==> config.mk <==
export PLATFORM = sky130hd
export DESIGN_NAME = serial_sub_fsm
export DESIGN_NICKNAME = d
export VERILOG_FILES = /design/src/rtl/serial_sub_fsm.sv
export SDC_FILE = /design/constraint.sdc
export NUM_CORES = 1
export LEC_CHECK = 0
export BUFFER_PORTS_ARGS = -buffer_cell sky130_fd_sc_hd__buf_2
export CORE_MARGIN = 2
export CORE_UTILIZATION = 38
export DETAILED_ROUTE_END_ITERATION = 10
export PLACE_DENSITY = 0.57
export SLEW_MARGIN = 10
export SYNTH_ARGS = -nofsm -noshare
export SYNTH_HDL_FRONTEND = slang
export SYNTH_SLANG_ARGS = --single-unit
export TNS_END_PERCENT = 100
==> constraint.sdc <==
create_clock -name clk -period 1.15 [get_ports clk]
set_input_delay 0.0575 -clock clk [delete_from_list [all_inputs] [get_ports clk]]
set_output_delay 0.0575 -clock clk [all_outputs]
set_load 0.03 [all_outputs]
==> src/rtl/serial_sub_fsm.sv <==
// serial_sub_fsm: bit-serial unsigned subtractor, diff = a - b mod 2^WIDTH, LSB first.
// Latency: start accepted at edge E0, WIDTH SHIFT cycles, done pulses in cycle WIDTH+1.
// Backpressure: none; start is ignored while busy, min start-to-start spacing WIDTH+2.
// Optional zero-result flag port enabled by defining SERIAL_SUB_ZERO_FLAG_EN.
module serial_sub_fsm #(
  parameter int WIDTH = 8
) (
  input  logic             clk,
  input  logic             rst,
  input  logic             start,
  input  logic [WIDTH-1:0] a,
  input  logic [WIDTH-1:0] b,
  output logic             busy,
  output logic             done,
  output logic [WIDTH-1:0] diff,
`ifdef SERIAL_SUB_ZERO_FLAG_EN
  output logic             bout,
  output logic             zero
`else
  output logic             bout
`endif
);

  // Counter is one bit wider than needed so WIDTH itself is representable.
  localparam int CNT_W = $clog2(WIDTH) + 1;
  localparam logic [CNT_W-1:0] LAST_CNT = CNT_W'(WIDTH - 1);

  typedef enum logic [1:0] {
    IDLE  = 2'd0,
    SHIFT = 2'd1,
    DONE  = 2'd2
  } state_t;

  state_t           state;
  logic [WIDTH-1:0] sa;
  logic [WIDTH-1:0] sb;
  logic [WIDTH-1:0] sr;
  logic             br;
  logic [CNT_W-1:0] cnt;

  // Full-subtractor cell built from two half-subtractors plus the borrow flop.
  logic             hs1_d;
  logic             hs1_b;
  logic             hs2_d;
  logic             hs2_b;
  logic             br_nxt;
  logic [WIDTH-1:0] sr_nxt;

  // Combinational cell on the current LSBs; result bit enters sr at the MSB end.
  always_comb begin
    hs1_d  = sa[0] ^ sb[0];
    hs1_b  = ~sa[0] & sb[0];
    hs2_d  = hs1_d ^ br;
    hs2_b  = ~hs1_d & br;
    br_nxt = hs1_b | hs2_b;
    // Shift-then-overwrite form stays legal when WIDTH is 1.
    sr_nxt            = sr >> 1;
    sr_nxt[WIDTH-1]   = hs2_d;
  end

  // Control FSM and datapath registers; all outputs are registered here.
  always_ff @(posedge clk) begin
    if (rst) begin
      state <= IDLE;
      sa    <= '0;
      sb    <= '0;
      sr    <= '0;
      br    <= 1'b0;
      cnt   <= '0;
      busy  <= 1'b0;
      done  <= 1'b0;
      diff  <= '0;
      bout  <= 1'b0;
`ifdef SERIAL_SUB_ZERO_FLAG_EN
      zero  <= 1'b0;
`endif
    end else begin
      done <= 1'b0;
      case (state)
        IDLE: begin
          if (start) begin
            sa    <= a;
            sb    <= b;
            br    <= 1'b0;
            cnt   <= '0;
            sr    <= '0;
            busy  <= 1'b1;
            state <= SHIFT;
          end
        end
        SHIFT: begin
          sa  <= sa >> 1;
          sb  <= sb >> 1;
          br  <= br_nxt;
          sr  <= sr_nxt;
          cnt <= cnt + 1'b1;
          // Final bit processed this cycle: publish the result on DONE entry.
          if (cnt == LAST_CNT) begin
            diff  <= sr_nxt;
            bout  <= br_nxt;
`ifdef SERIAL_SUB_ZERO_FLAG_EN
            zero  <= (sr_nxt == '0);
`endif
            done  <= 1'b1;
            state <= DONE;
          end
        end
        DONE: begin
          busy  <= 1'b0;
          state <= IDLE;
        end
        default: begin
          busy  <= 1'b0;
          state <= IDLE;
        end
      endcase
    end
  end

endmodule

==> results.txt, run 1 <==
- The number of pins exceeding their max-slew limit in the final report came to 0.
- Of the cells placed in the final design, the portion with a size suffix greater than 1 is 0.468.
- Fraction of registers with async set/reset: 0
- In this run the tightest slew margin relative to its limit is 0.734.
- Cell class contributing the biggest share of worst-path delay: adder cells
- Once routing completed, OpenROAD measured the worst setup slack at -52.9 ps.
* Top cell type's share of synthesized area: 0.480
* DRT Wirelength: 4280 um
- By count the netlist is led by sky130_fd_sc_hd__dfxtp_1 (41), sky130_fd_sc_hd__nor2_1 (26), sky130_fd_sc_hd__a21oi_1 (25).
* Worst Hold Class: input pin to flop
- Counting the buffers created by CTS gives 5.
- Antenna violations before repair: 0
- Number of failing hold endpoints at the final stage: 0
- The tree built by TritonCTS fans out to 41 sinks.
- Placed wire-length estimate: 2670 um
- Clock transition time at the flip-flop clock pins of the worst setup and hold paths: 80 ps
- Number of cell instances on the worst register-to-register path: 3
- Crit-path max FO: 2
- Yosys instantiated no cell more often than sky130_fd_sc_hd__dfxtp_1.
* Clock latency on the worst-skew pair: 290 ps
* R2r setup slk: -50 ps
- Mapped Cells: 191
- From left edge to right edge, the die measures 71.1 um.
- The worst path in the final design needs a cycle of 1200 ps, including I/O delays and setup.
* Remaining number of nets flagged by the antenna check after routing: 0
- Number of inserted diodes: 0
- In the routed layout, each cell is associated on average with a via count of 5.32.
* Unrepaired setup endpoints after global routing: yes
- Placement-stage cell area: 2030 um2
* Launch instance of the worst register-to-register path: sa[0]
- Adding up every negative setup slack in the final design gives -303 ps.
- Of the total power, the clock network draws 0.313.
- Htree depth: 2
- The synthesized design contains 0 enable-type register cells.
- The signal on the critical path passes through fa_2, nand3_1, a21oi_1.
* Category of the worst setup path launch point: flop
- Summed over all layers, the global routing overflow is 0.
* Main area contributors after synthesis: sky130_fd_sc_hd__dfxtp_1 (48%), sky130_fd_sc_hd__a21oi_1 (7.3%), sky130_fd_sc_hd__a211oi_1 (6.1%)
* Maximum number of pins on one net before global-route repair: 21
- Compared with the post-synthesis result, the final layout area differs by 49.0%.
* Worst EP required: 1380 ps
- The critical path is of the flop to flop type.
- In this run the count of I/O pins placed on the die edge is 30.
* CTS tree: yes
* Drt initial violations: 71
- Crit path largest cell delay: 580 ps
* Per-instance average area after synthesis: 8.96 um2
- Of the total power, the share spent switching nets is 0.267.
* Post-route cell area: 2550 um2
- The number of nets handed over by synthesis was 212.
* Count of synthesis-stage warnings from yosys: 0
- The critical path contains buffers and inverters numbering 0 combined.
- The analysis attributes to cell leakage a power of 0.982 nW.
- Setup violations remaining at the end of the flow were counted as 14.
- For this run, the leading register cell type out of synthesis is sky130_fd_sc_hd__dfxtp_1.
- Number of port buffers: 29
* Height of the die: 71.1 um
- The final layout contains 272 nets.
- Total vias in the final route: 1,618
* Critical Path Slowest Stage Cell: sky130_fd_sc_hd__fa_2
- The mapped netlist covers 1710 um2.
* Die area: 5060 um2
- First-pass GRT wire length: 6780 um
- In this run the worst setup path begins at sa[0].
* Worst slew pin tran: 398 ps
* CTS root buf: sky130_fd_sc_hd__clkbuf_8
* Site Rows: 24
- Count of maximum capacitance violations: 0
* Combinational group share of total power: 0.162
- Number of global-route vias before repair: 1,411
- Achievable frequency: 0.831 GHz
- Crit Reg-Reg Endpoint: diff[7]
- Failing checks: setup timing
* Number of filler instances in the final layout: 387
* Arrival time of the worst setup path: 1430 ps
* Post-synthesis sequential area ratio: 0.480
- After detailed routing, the number of remaining DRC violations is 0.
- The run finished, with violations left.
- Unique masters post-synth: 32
* Worst clock skew: 5.89 ps
- Pwr dens: 1140 nW/um2
- For this run, the detailed router's first-pass iteration total came to 4.
- Counting buffers and inverters, the worst setup path is 3 cells deep.
- Effective utilization at floorplan: 0.393
- Total global routing track utilization: 0.168
* Sequential Power Share: 0.525
- Routed len/inst: 14.1 um
* Deepest clock path buffer count: 2
* Internal power consumption: 0.00213 W
- Switch Pwr: 0.000774 W
- Summed over all instances, the cell type with the most area after synthesis is sky130_fd_sc_hd__dfxtp_1.
- The congestion estimate from routability-driven global placement came to 0.750.
- In this run the standard cell core region covers 4350 um2.
- The worst setup path is captured at a flop.
- Synthesis inferred 41 register bits.
* Maximum VDD drop: 0.624 mV
- CP Capture Point: diff[7]
- Of the available clock period, the critical path in the final layout requires 1.05.
[layout make-up]
cell class	count	area, um2	share of cell area
Clock buffer	6	72.6	0.0284
Clock inverter	2	10.0	0.00392
Inverter	3	11.3	0.00441
Multi-Input combinational cell	133	1040	0.406
Sequential cell	41	836	0.328
Tap cell	52	65.1	0.0255
Timing Repair Buffer	67	520	0.204
[flip-flops by register name, indices dropped and copies added (netlist names)]
signal  cells
diff        8
sa          8
sb          8
sr          7
cnt         4
state       2
bout        1
br          1
busy        1
done        1
[layer usage]
metal,wire length [um],share of wire,global-route usage
met1,2160,0.51,0.250
met5,0,0,0
met3,160,0.037,0.0427
met2,1910,0.45,0.243
met4,47,0.011,0.0440
[power groups by stage]
stage                     Combinational [W]  Sequential (W)  Clock (W)
final                              0.000470         0.00152   0.000907
after global routing               0.000516         0.00153   0.000984
after CTS                          0.000408         0.00152   0.000939
after detailed placement           0.000349         0.00155          0
after global placement             0.000349         0.00155          0
after floorplan                    0.000244         0.00155          0
[metrics by stage]
step	setup WS (ps)	hold WS [ps]	utilization	total power (W)	cells
after detailed placement	-136	308	0.467	0.00190	278
after global placement	-78.5	303	0.467	0.00190	278
final	-52.9	11.9	0.586	0.00290	304
after global routing	-104	13.0	0.586	0.00303	304
after CTS	-52.5	2.53	0.536	0.00287	298
after floorplan	-1.58	140	-	0.00179	191
[worst min-delay path, stage by stage]
cell and delay, ps:
sky130_fd_sc_hd__buf_2 70, sky130_fd_sc_hd__a22oi_1 50, sky130_fd_sc_hd__nor2_1 80
[kinds of logic (layout without fill, tap and decap cells)]
group,after synthesis,after routing,share of synthesized area
flip-flops,41,41,0.480
adder cells (fa/ha/maj),2,2,0.0190
buffers and inverters,20,78,0.0819
AND/OR/NAND/NOR,63,66,0.159
AO/OA/AOI/OAI,65,65,0.260
[layout by cell type (no fill, tap or decap), types with 2 or more instances in the layout]
cell type	synthesis	routed
sky130_fd_sc_hd__a21oi_2	0	10
sky130_fd_sc_hd__dfxtp_1	41	33
sky130_fd_sc_hd__nor2_1	26	26
sky130_fd_sc_hd__buf_4	4	18
sky130_fd_sc_hd__a21oi_1	25	15
sky130_fd_sc_hd__nand3_1	10	7
sky130_fd_sc_hd__clkbuf_8	0	5
sky130_fd_sc_hd__o31ai_4	0	5
sky130_fd_sc_hd__nand3_4	0	2
sky130_fd_sc_hd__a211oi_1	14	6
sky130_fd_sc_hd__clkinv_2	0	2
sky130_fd_sc_hd__nand2b_4	0	4
sky130_fd_sc_hd__buf_6	4	8
sky130_fd_sc_hd__a211oi_2	0	8
sky130_fd_sc_hd__nor4_1	2	2
sky130_fd_sc_hd__inv_2	1	2
sky130_fd_sc_hd__dfxtp_4	0	2
sky130_fd_sc_hd__o31ai_2	0	3
sky130_fd_sc_hd__nand2_1	19	19
sky130_fd_sc_hd__dfxtp_2	0	6
sky130_fd_sc_hd__buf_2	3	29
sky130_fd_sc_hd__dlygate4sd3_1	0	9
sky130_fd_sc_hd__buf_12	1	3
sky130_fd_sc_hd__a22oi_1	10	10
[worst min-delay path by stage]
stage | from | endpoint | cells after the start
after floorplan | rst | state[0] | 1
after detailed placement | b[7] | sb[7] | 3
final | a[7] | sa[7] | 3
after global placement | b[7] | sb[7] | 3
after CTS | b[5] | sb[5] | 3
after global routing | a[7] | sa[7] | 3
[repair_timing]
item                                   4_1_cts  5_1_grt
endpoints found under the hold margin        9        0
hold buffers                                 9        0
gates cloned                                 2        1
setup endpoints to repair                   33       31
gates resized for setup                     28       36
setup buffers                                1        5
pin swaps                                    6       12
Note: power is estimated with default switching activity, not from simulation.
==> inputs of run 2 (changes only) <==
--- a/config.mk
+++ b/config.mk
@@ -7,9 +7,9 @@
 export LEC_CHECK = 0
 export BUFFER_PORTS_ARGS = -buffer_cell sky130_fd_sc_hd__buf_2
 export CORE_MARGIN = 2
-export CORE_UTILIZATION = 38
+export CORE_UTILIZATION = 40
 export DETAILED_ROUTE_END_ITERATION = 10
-export PLACE_DENSITY = 0.57
+export PLACE_DENSITY = 0.6
 export SLEW_MARGIN = 10
 export SYNTH_ARGS = -nofsm -noshare
 export SYNTH_HDL_FRONTEND = slang
==> run 2 against run 1 <==
- the flow still finishes with violations (setup timing)
- utilization grew 2.4 points
- hold slack gained 0.53 ps
- sequential share of layout area rose by 1.2 points
- critical path type unchanged
- first-iteration DRC count up 25%
- critical path depth up 2
- clock skew increased by 1.3 ps
- clock power decreased by 1%
- count of clock-buffer cells in the layout unchanged
- global-route usage grew 0.93 points
==> results.txt, run 2 (synthesis gave the netlist of run 1 again) <==
- Result of the run: complete, but fails checks (unchanged).
- Failing checks: setup timing (unchanged)
- Number of global-route vias before repair: 1,481 (was 1,411)
* CP Launch Point: cnt[0] (was sa[0])
- The number of buffers inserted by port buffering is 29 (unchanged).
- Arrival time of the worst setup path: 1470 ps (was 1430 ps)
- The cell depth of the worst setup path was 5 (was 3).
- Routed len/inst: 14.7 um (was 14.1 um)
* Drt initial violations: 89 (was 71)
- The endpoint of the worst-slack reg-to-reg timing path is diff[4] (was diff[7]).
* Total core area: 4060 um2 (was 4350 um2)
- Leakage: 0.960 nW (was 0.982 nW)
- Number of cell instances on the worst register-to-register path: 5 (was 3)
- DRC violation count after routing: 0 (unchanged)
- Crit path largest cell delay: 370 ps (was 580 ps)
* CP Capture Point: diff[4] (was diff[7])
- The count of nets left with antenna violations after detail routing came to 0 (unchanged).
* DRT Wirelength: 4330 um (was 4280 um)
* Largest registers: diff x8, sa x8, sb x8 (unchanged)
* Number of inserted diodes: 0 (unchanged)
* Maximum number of pins on one net before global-route repair: 19 (was 21)
- The number of sinks handled by clock tree synthesis was 41 (unchanged).
* Worst slew pin tran: 265 ps (was 398 ps)
* Number of failing hold endpoints at the final stage: 0 (unchanged)
- Effective utilization at floorplan: 0.422 (was 0.393)
* Achievable frequency: 0.806 GHz (was 0.831 GHz)
- Minimum clock period after layout: 1240 ps (was 1200 ps)
- Placed wire-length estimate: 2860 um (was 2670 um)
- The cell with the largest stage delay on the worst path is sky130_fd_sc_hd__dfxtp_4 (was sky130_fd_sc_hd__fa_2).
- The number of buffers created by CTS came to 5 (unchanged).
* Crit-path max FO: 8 (was 2)
* IO Pins: 30 (unchanged)
- Clock transition time at the flip-flop clock pins of the worst setup and hold paths: 80 ps (about the same)
* Count of maximum capacitance violations: 0 (unchanged)
- The area enclosed by the die boundary is 4820 um2 (was 5060 um2).
- The type of the most critical hold path was input pin to flop (unchanged).
- The type of the worst setup path is flop to flop (unchanged).
- The number of buffers on the longest clock path is 2 (unchanged).
- Top library cells by usage in the layout, fill and taps aside: sky130_fd_sc_hd__dfxtp_1 (34), sky130_fd_sc_hd__buf_2 (29), sky130_fd_sc_hd__nor2_1 (25), sky130_fd_sc_hd__a21oi_1 (19), sky130_fd_sc_hd__nand2_1 (17) (was sky130_fd_sc_hd__dfxtp_1 (33), sky130_fd_sc_hd__buf_2 (29), sky130_fd_sc_hd__nor2_1 (26), sky130_fd_sc_hd__nand2_1 (19), sky130_fd_sc_hd__buf_4 (18))
* Cell class contributing the biggest share of worst-path delay: flip-flops (was adder cells)
- The final weighted congestion in routability-driven placement came to 0.754 (was 0.750).
- Total vias in the final route: 1,586 (was 1,618)
* Width of the die: 69.4 um (was 71.1 um)
* Launch instance of the worst register-to-register path: cnt[0] (was sa[0])
- Max_slew headroom: 0.824 (was 0.734)
- Antenna violations before repair: 0 (unchanged)
- The CTS tree is yes (unchanged).
* Post-route cell area: 2470 um2 (was 2550 um2)
- Layout Area Growth over Synthesis: 44.5% (was 49.0%)
- The overflow left after global routing is 0 (unchanged).
- Most frequent standard cell in the layout excluding fill and tap cells: sky130_fd_sc_hd__dfxtp_1 (unchanged)
- The worst voltage drop across the vdd grid came to 0.812 mV (was 0.624 mV).
- Final Max Tran Viols: 0 (unchanged)
- Site Rows: 23 (was 24)
* Total global routing track utilization: 0.177 (was 0.168)
- The element type at the critical path end is a flop (unchanged).
- Worst clock skew: 7.23 ps (was 5.89 ps)
- Unrepaired setup endpoints after global routing: yes (unchanged).
- Clock latency on the worst-skew pair: 290 ps (about the same)
- Count of nets after finishing: 265 (was 272)
- Detailed-router iteration count before antenna repair: 4 (unchanged)
- The total power divided by cell area is 1170 nW/um2 (was 1140 nW/um2).
- The combined buffer and inverter count along the critical path was 1 (was 0).
- Per-cell via count in the routed design: 5.38 (was 5.32)
- Height of the die: 69.4 um (was 71.1 um)
- The buffer type at the clock tree root is sky130_fd_sc_hd__clkbuf_8 (unchanged).
- Final Power: 0.00290 W (about the same)
- Worst path cell trace: ha_4, and3b_2, buf_6, nand3_1, a21oi_1 (was fa_2, nand3_1, a21oi_1).
- The period utilization came to 1.08 (was 1.05).
- R2r setup slk: -90 ps (was -50 ps)
- Total of endpoints with negative setup slack in the final report: 23 (was 14)
* First-pass GRT wire length: 6920 um (was 6780 um)
- The share of post-route cells with drive strength above 1 came to 0.453 (was 0.468).
* Htree depth: 2 (unchanged)
- Fin worst setup slack: -91.3 ps (was -52.9 ps)
* Worst EP required: 1380 ps (about the same)
- The placed standard-cell area came to 2020 um2 (was 2030 um2).
- The critical path launch point type is a flop (unchanged).
==> run 2: stage by stage <==
step                hold slack (ps)  std cells  setup TNS (ps)  utilization  setup slack (ps)
finish                         12.4        295           -1160        0.610             -91.3
global route                   13.2        295           -3150        0.610              -161
CTS                            4.73        291           -1010        0.563             -79.9
detailed placement              309        275           -3450        0.499              -158
global placement                305        275           -1940        0.499             -96.5
floorplan                       140        191           -8.53            -             -1.58
==> run 2: cell type report <==
type,count,area [um2]
Tap cell,50,62.6
Timing Repair Buffer,62,503
Clock inverter,2,10.0
Sequential cell,41,840
Fill cell,337,1580
Clock buffer,6,72.6
Multi-Input combinational cell,131,975
Inverter,3,11.3
==> run 2: timing repair <==
| item | 4_1_cts | 5_1_grt |
|---|---|---|
| pin swaps | 17 | 11 |
| setup endpoints to repair | 36 | 35 |
| hold buffers | 5 | 0 |
| gates resized for setup | 26 | 37 |
| gates cloned | 0 | 1 |
| endpoints found under the hold margin | 5 | 0 |
| buffers inserted | 3 | 3 |
==> run 2: report_power, final <==
group | leakage [nW] | internal [W] | total [W] | switching, W
registers | 0.339 | 0.00148 | 0.00152 | 0.0000474
clock network | 0.0450 | 0.000420 | 0.000897 | 0.000477
logic | 0.576 | 0.000240 | 0.000478 | 0.000238
==> run 2: worst reg2reg max path: cells and delay by family, from the launching register on <==
family / cells / cell delay, ps
DFF: 1 / 370
buffers and inverters: 1 / 160
AOI/OAI and AO/OA: 1 / 120
adders and majority gates: 1 / 150
and+or+nand+nor: 2 / 370
==> run 2: worst min-delay path by stage <==
stage / start / cells past startpoint / end
detailed placement: b[4] / 3 / sb[4]
finish: a[7] / 3 / sa[7]
global route: a[6] / 3 / sa[6]
CTS: a[6] / 3 / sa[6]
floorplan: rst / 1 / state[0]
global placement: b[7] / 3 / sb[7]
==> run 2: metal layers <==
| layer | vias up | track usage | wire [um] |
|---|---|---|---|
| li1 | 794 | - | - |
| met1 | 765 | 0.232 | 1940 |
| met2 | 19 | 0.283 | 2200 |
| met3 | 8 | 0.0378 | 113 |
| met4 | 0 | 0.0741 | 71 |
| met5 | - | 0 | 0 |
==> inputs of run 3 (changes only) <==
--- a/config.mk
+++ b/config.mk
@@ -6,7 +6,7 @@
 export NUM_CORES = 1
 export LEC_CHECK = 0
 export BUFFER_PORTS_ARGS = -buffer_cell sky130_fd_sc_hd__buf_2
-export CORE_MARGIN = 2
+export CORE_MARGIN = 3
 export CORE_UTILIZATION = 40
 export DETAILED_ROUTE_END_ITERATION = 10
 export PLACE_DENSITY = 0.6
==> run 3 against run 2 <==
- the run still ends with setup timing left
- combinational power up 19%
- clock skew is 0.92 ps lower
- cell count increased by 0.34%
- clock power rose by 30%
- routed wire length is 8.9% higher
- die area rose by 5.8%
- critical endpoint is now diff[3]
==> results.txt, run 3 (synthesis gave the netlist of run 1 again) <==
- Result of the run: complete, but fails checks (unchanged)
- Failing checks: setup timing (unchanged).
- The number of buffers created by CTS was 5 (unchanged).
* Effective utilization at floorplan: 0.422 (unchanged)
* Unrepaired setup endpoints after global routing: yes (unchanged)
- The placeable core region was 4060 um2 (unchanged).
- Max_slew headroom: 0.788 (was 0.824)
- The final non-filler cell area came to 2680 um2 (was 2470 um2).
- The most common library cell in the layout ignoring fill and taps is sky130_fd_sc_hd__dfxtp_1 (unchanged).
- WS Path Type: flop to flop (unchanged)
- Placed wire-length estimate: 2880 um (was 2860 um)
- Die area: 5100 um2 (was 4820 um2)
- Worst EP required: 1320 ps (was 1380 ps)
- Worst path cell trace: nand2b_4, buf_12, o31ai_1, a21oi_2 (was ha_4, and3b_2, buf_6, nand3_1, a21oi_1).
- The placed standard-cell area is 2080 um2 (was 2020 um2).
- The combined buffer and inverter count along the critical path came to 1 (unchanged).
- The number of buffers inserted by port buffering was 29 (unchanged).
* Fraction of final layout cells sized beyond drive strength 1: 0.598 (was 0.453)
* Clock transition time at the flip-flop clock pins of the worst setup and hold paths: 80 ps (about the same)
- The number of buffers inserted by hold repair at cts is 0 (was 5).
- The detail-routed net length per standard cell was 15.9 um (was 14.7 um).
* Fin worst setup slack: -95.4 ps (was -91.3 ps)
* Width of the die: 71.4 um (was 69.4 um)
- Total global routing track utilization: 0.183 (was 0.177)
- Detailed-router iteration count before antenna repair: 4 (unchanged)
- The maximum number of pins on one net before global-route repair came to 19 (unchanged).
* Worst clock skew: 6.31 ps (was 7.23 ps)
- The via-per-instance ratio was 5.50 (was 5.38).
- The number of DRC violations after detailed routing was 0 (unchanged).
* DRT Wirelength: 4710 um (was 4330 um)
- The via count of the first global-routing pass was 1,628 (was 1,481).
- Placed Cells incl. Taps: 278 (was 275)
- Clock latency on the worst-skew pair: 290 ps (about the same)
- Pwr dens: 1220 nW/um2 (was 1170 nW/um2)
* Critical Path Slowest Stage Cell: sky130_fd_sc_hd__dfxtp_4 (unchanged)
* Achievable frequency: 0.803 GHz (was 0.806 GHz)
- The number of pins exceeding their max-slew limit in the final report is 0 (unchanged).
- Antenna violations before repair: 0 (unchanged)
- The worst hold-check slack is 3.86 ps (was 12.4 ps).
* Layout Area Growth over Synthesis: 56.7% (was 44.5%)
- Height of the die: 71.4 um (was 69.4 um)
* Leakage: 1.01 nW (was 0.960 nW)
- Drt initial violations: 96 (was 89)
* Clock sink count: 41 (unchanged)
- Category of the worst setup path launch point: flop (unchanged)
* CTS root buf: sky130_fd_sc_hd__clkbuf_8 (unchanged)
- GP Congestion: 0.867 (was 0.754)
- The number of placed I/O pins is 30 (unchanged).
* Count of nets after finishing: 266 (was 265)
- The number of max-capacitance violations reported came to 0 (unchanged).
* Leftover overflow at the end of global routing: 0 (unchanged)
* Crit-path max FO: 10 (was 8)
- Crit path largest cell delay: 380 ps (was 370 ps)
- Site Rows: 23 (unchanged)
* Arrival time of the worst setup path: 1420 ps (was 1470 ps)
* Worst slew pin tran: 315 ps (was 265 ps)
* Final cell count without fillers: 296 (was 295)
- The final hold violation count was 0 (unchanged).
- The number of setup violations in the final report was 26 (was 23).
* Cell class contributing the biggest share of worst-path delay: compound AO/OA/AOI/OAI gates (was flip-flops)
* CTS tree: yes (unchanged)
* Top library cells by usage in the layout, fill and taps aside: sky130_fd_sc_hd__dfxtp_1 (34), sky130_fd_sc_hd__buf_2 (29), sky130_fd_sc_hd__nor2_1 (26), sky130_fd_sc_hd__a21oi_2 (20), sky130_fd_sc_hd__nand2_1 (18) (was sky130_fd_sc_hd__dfxtp_1 (34), sky130_fd_sc_hd__buf_2 (29), sky130_fd_sc_hd__nor2_1 (25), sky130_fd_sc_hd__a21oi_1 (19), sky130_fd_sc_hd__nand2_1 (17))
* Total vias in the final route: 1,628 (was 1,586)
* First-pass GRT wire length: 7490 um (was 6920 um)
* Minimum clock period after layout: 1250 ps (was 1240 ps)
- Largest registers: diff x8, sa x8, sb x8 (unchanged)
* Worst Setup End Kind: flop (unchanged)
- Deepest clock path buffer count: 2 (unchanged)
- Maximum VDD drop: 0.694 mV (was 0.812 mV)
- Final worst-path cycle share: 1.08 (about the same)
- Setup TNS: -1130 ps (was -1160 ps)
- Worst Hold Class: input pin to flop (unchanged)
* Remaining number of nets flagged by the antenna check after routing: 0 (unchanged)
- The number of H-tree levels came to 2 (unchanged).
* Number of inserted diodes: 0 (unchanged)
## run 3: area by class of cell
class                      instances  area (um2)
fill                             321        1380
inverter                           3        11.3
clock inverter                     3        46.3
tap                               50        62.6
timing repair buffer              64         564
clock buffer                       5        68.8
multi-input combinational        130        1090
sequential                        41         837
## run 3: worst register-to-register path: cells and delay by family (launching register included)
kind                   cells  cell delay [ps]
AOI/OAI and AO/OA          2              400
buffers and inverters      1              160
DFF                        1              380
and+or+nand+nor            1              190
## run 3: power by group
group          leakage [nW]  switching [W]  internal [W]  total (W)
sequential            0.339      0.0000563       0.00148    0.00153
combinational         0.619       0.000280      0.000289   0.000568
clock                0.0543       0.000518      0.000650    0.00117
## run 3: final timing paths
| path | startpoint | endpoint | slack [ps] | depth (start not counted) |
|---|---|---|---|---|
| setup reg to reg | state[1] | diff[3] | -100 | 4 |
| setup / recovery | state[1] | diff[3] | -100 | 4 |
| hold reg to reg | diff[0] | diff[0] | 470 | 2 |
| hold / removal | b[7] | sb[7] | 4 | 3 |
## run 3: stage by stage
step | total power, W | util | worst slack, ps
finish | 0.00327 | 0.661 | -95.4
global route | 0.00342 | 0.661 | -150
CTS | 0.00318 | 0.596 | -61.2
detailed placement | 0.00193 | 0.513 | -184
global placement | 0.00192 | 0.513 | -102
floorplan | 0.00179 | - | -1.58
## run 3: per-layer routing
layer | routed length, um | track usage | up-vias | part of all wire
met2 | 2450 | 0.296 | 28 | 0.52
met3 | 154 | 0.0421 | 11 | 0.033
met4 | 92 | 0.0605 | 0 | 0.020
met1 | 2010 | 0.241 | 794 | 0.43
met5 | 0 | 0 | - | 0
li1 | - | - | 795 | -
## run 3: timing repair
| action | CTS | global route |
|---|---|---|
| setup buffers | 2 | 6 |
| resized for setup | 45 | 49 |
| pin swaps | 41 | 14 |
| endpoints found under the setup margin | 36 | 40 |
| cloned | 2 | 1 |
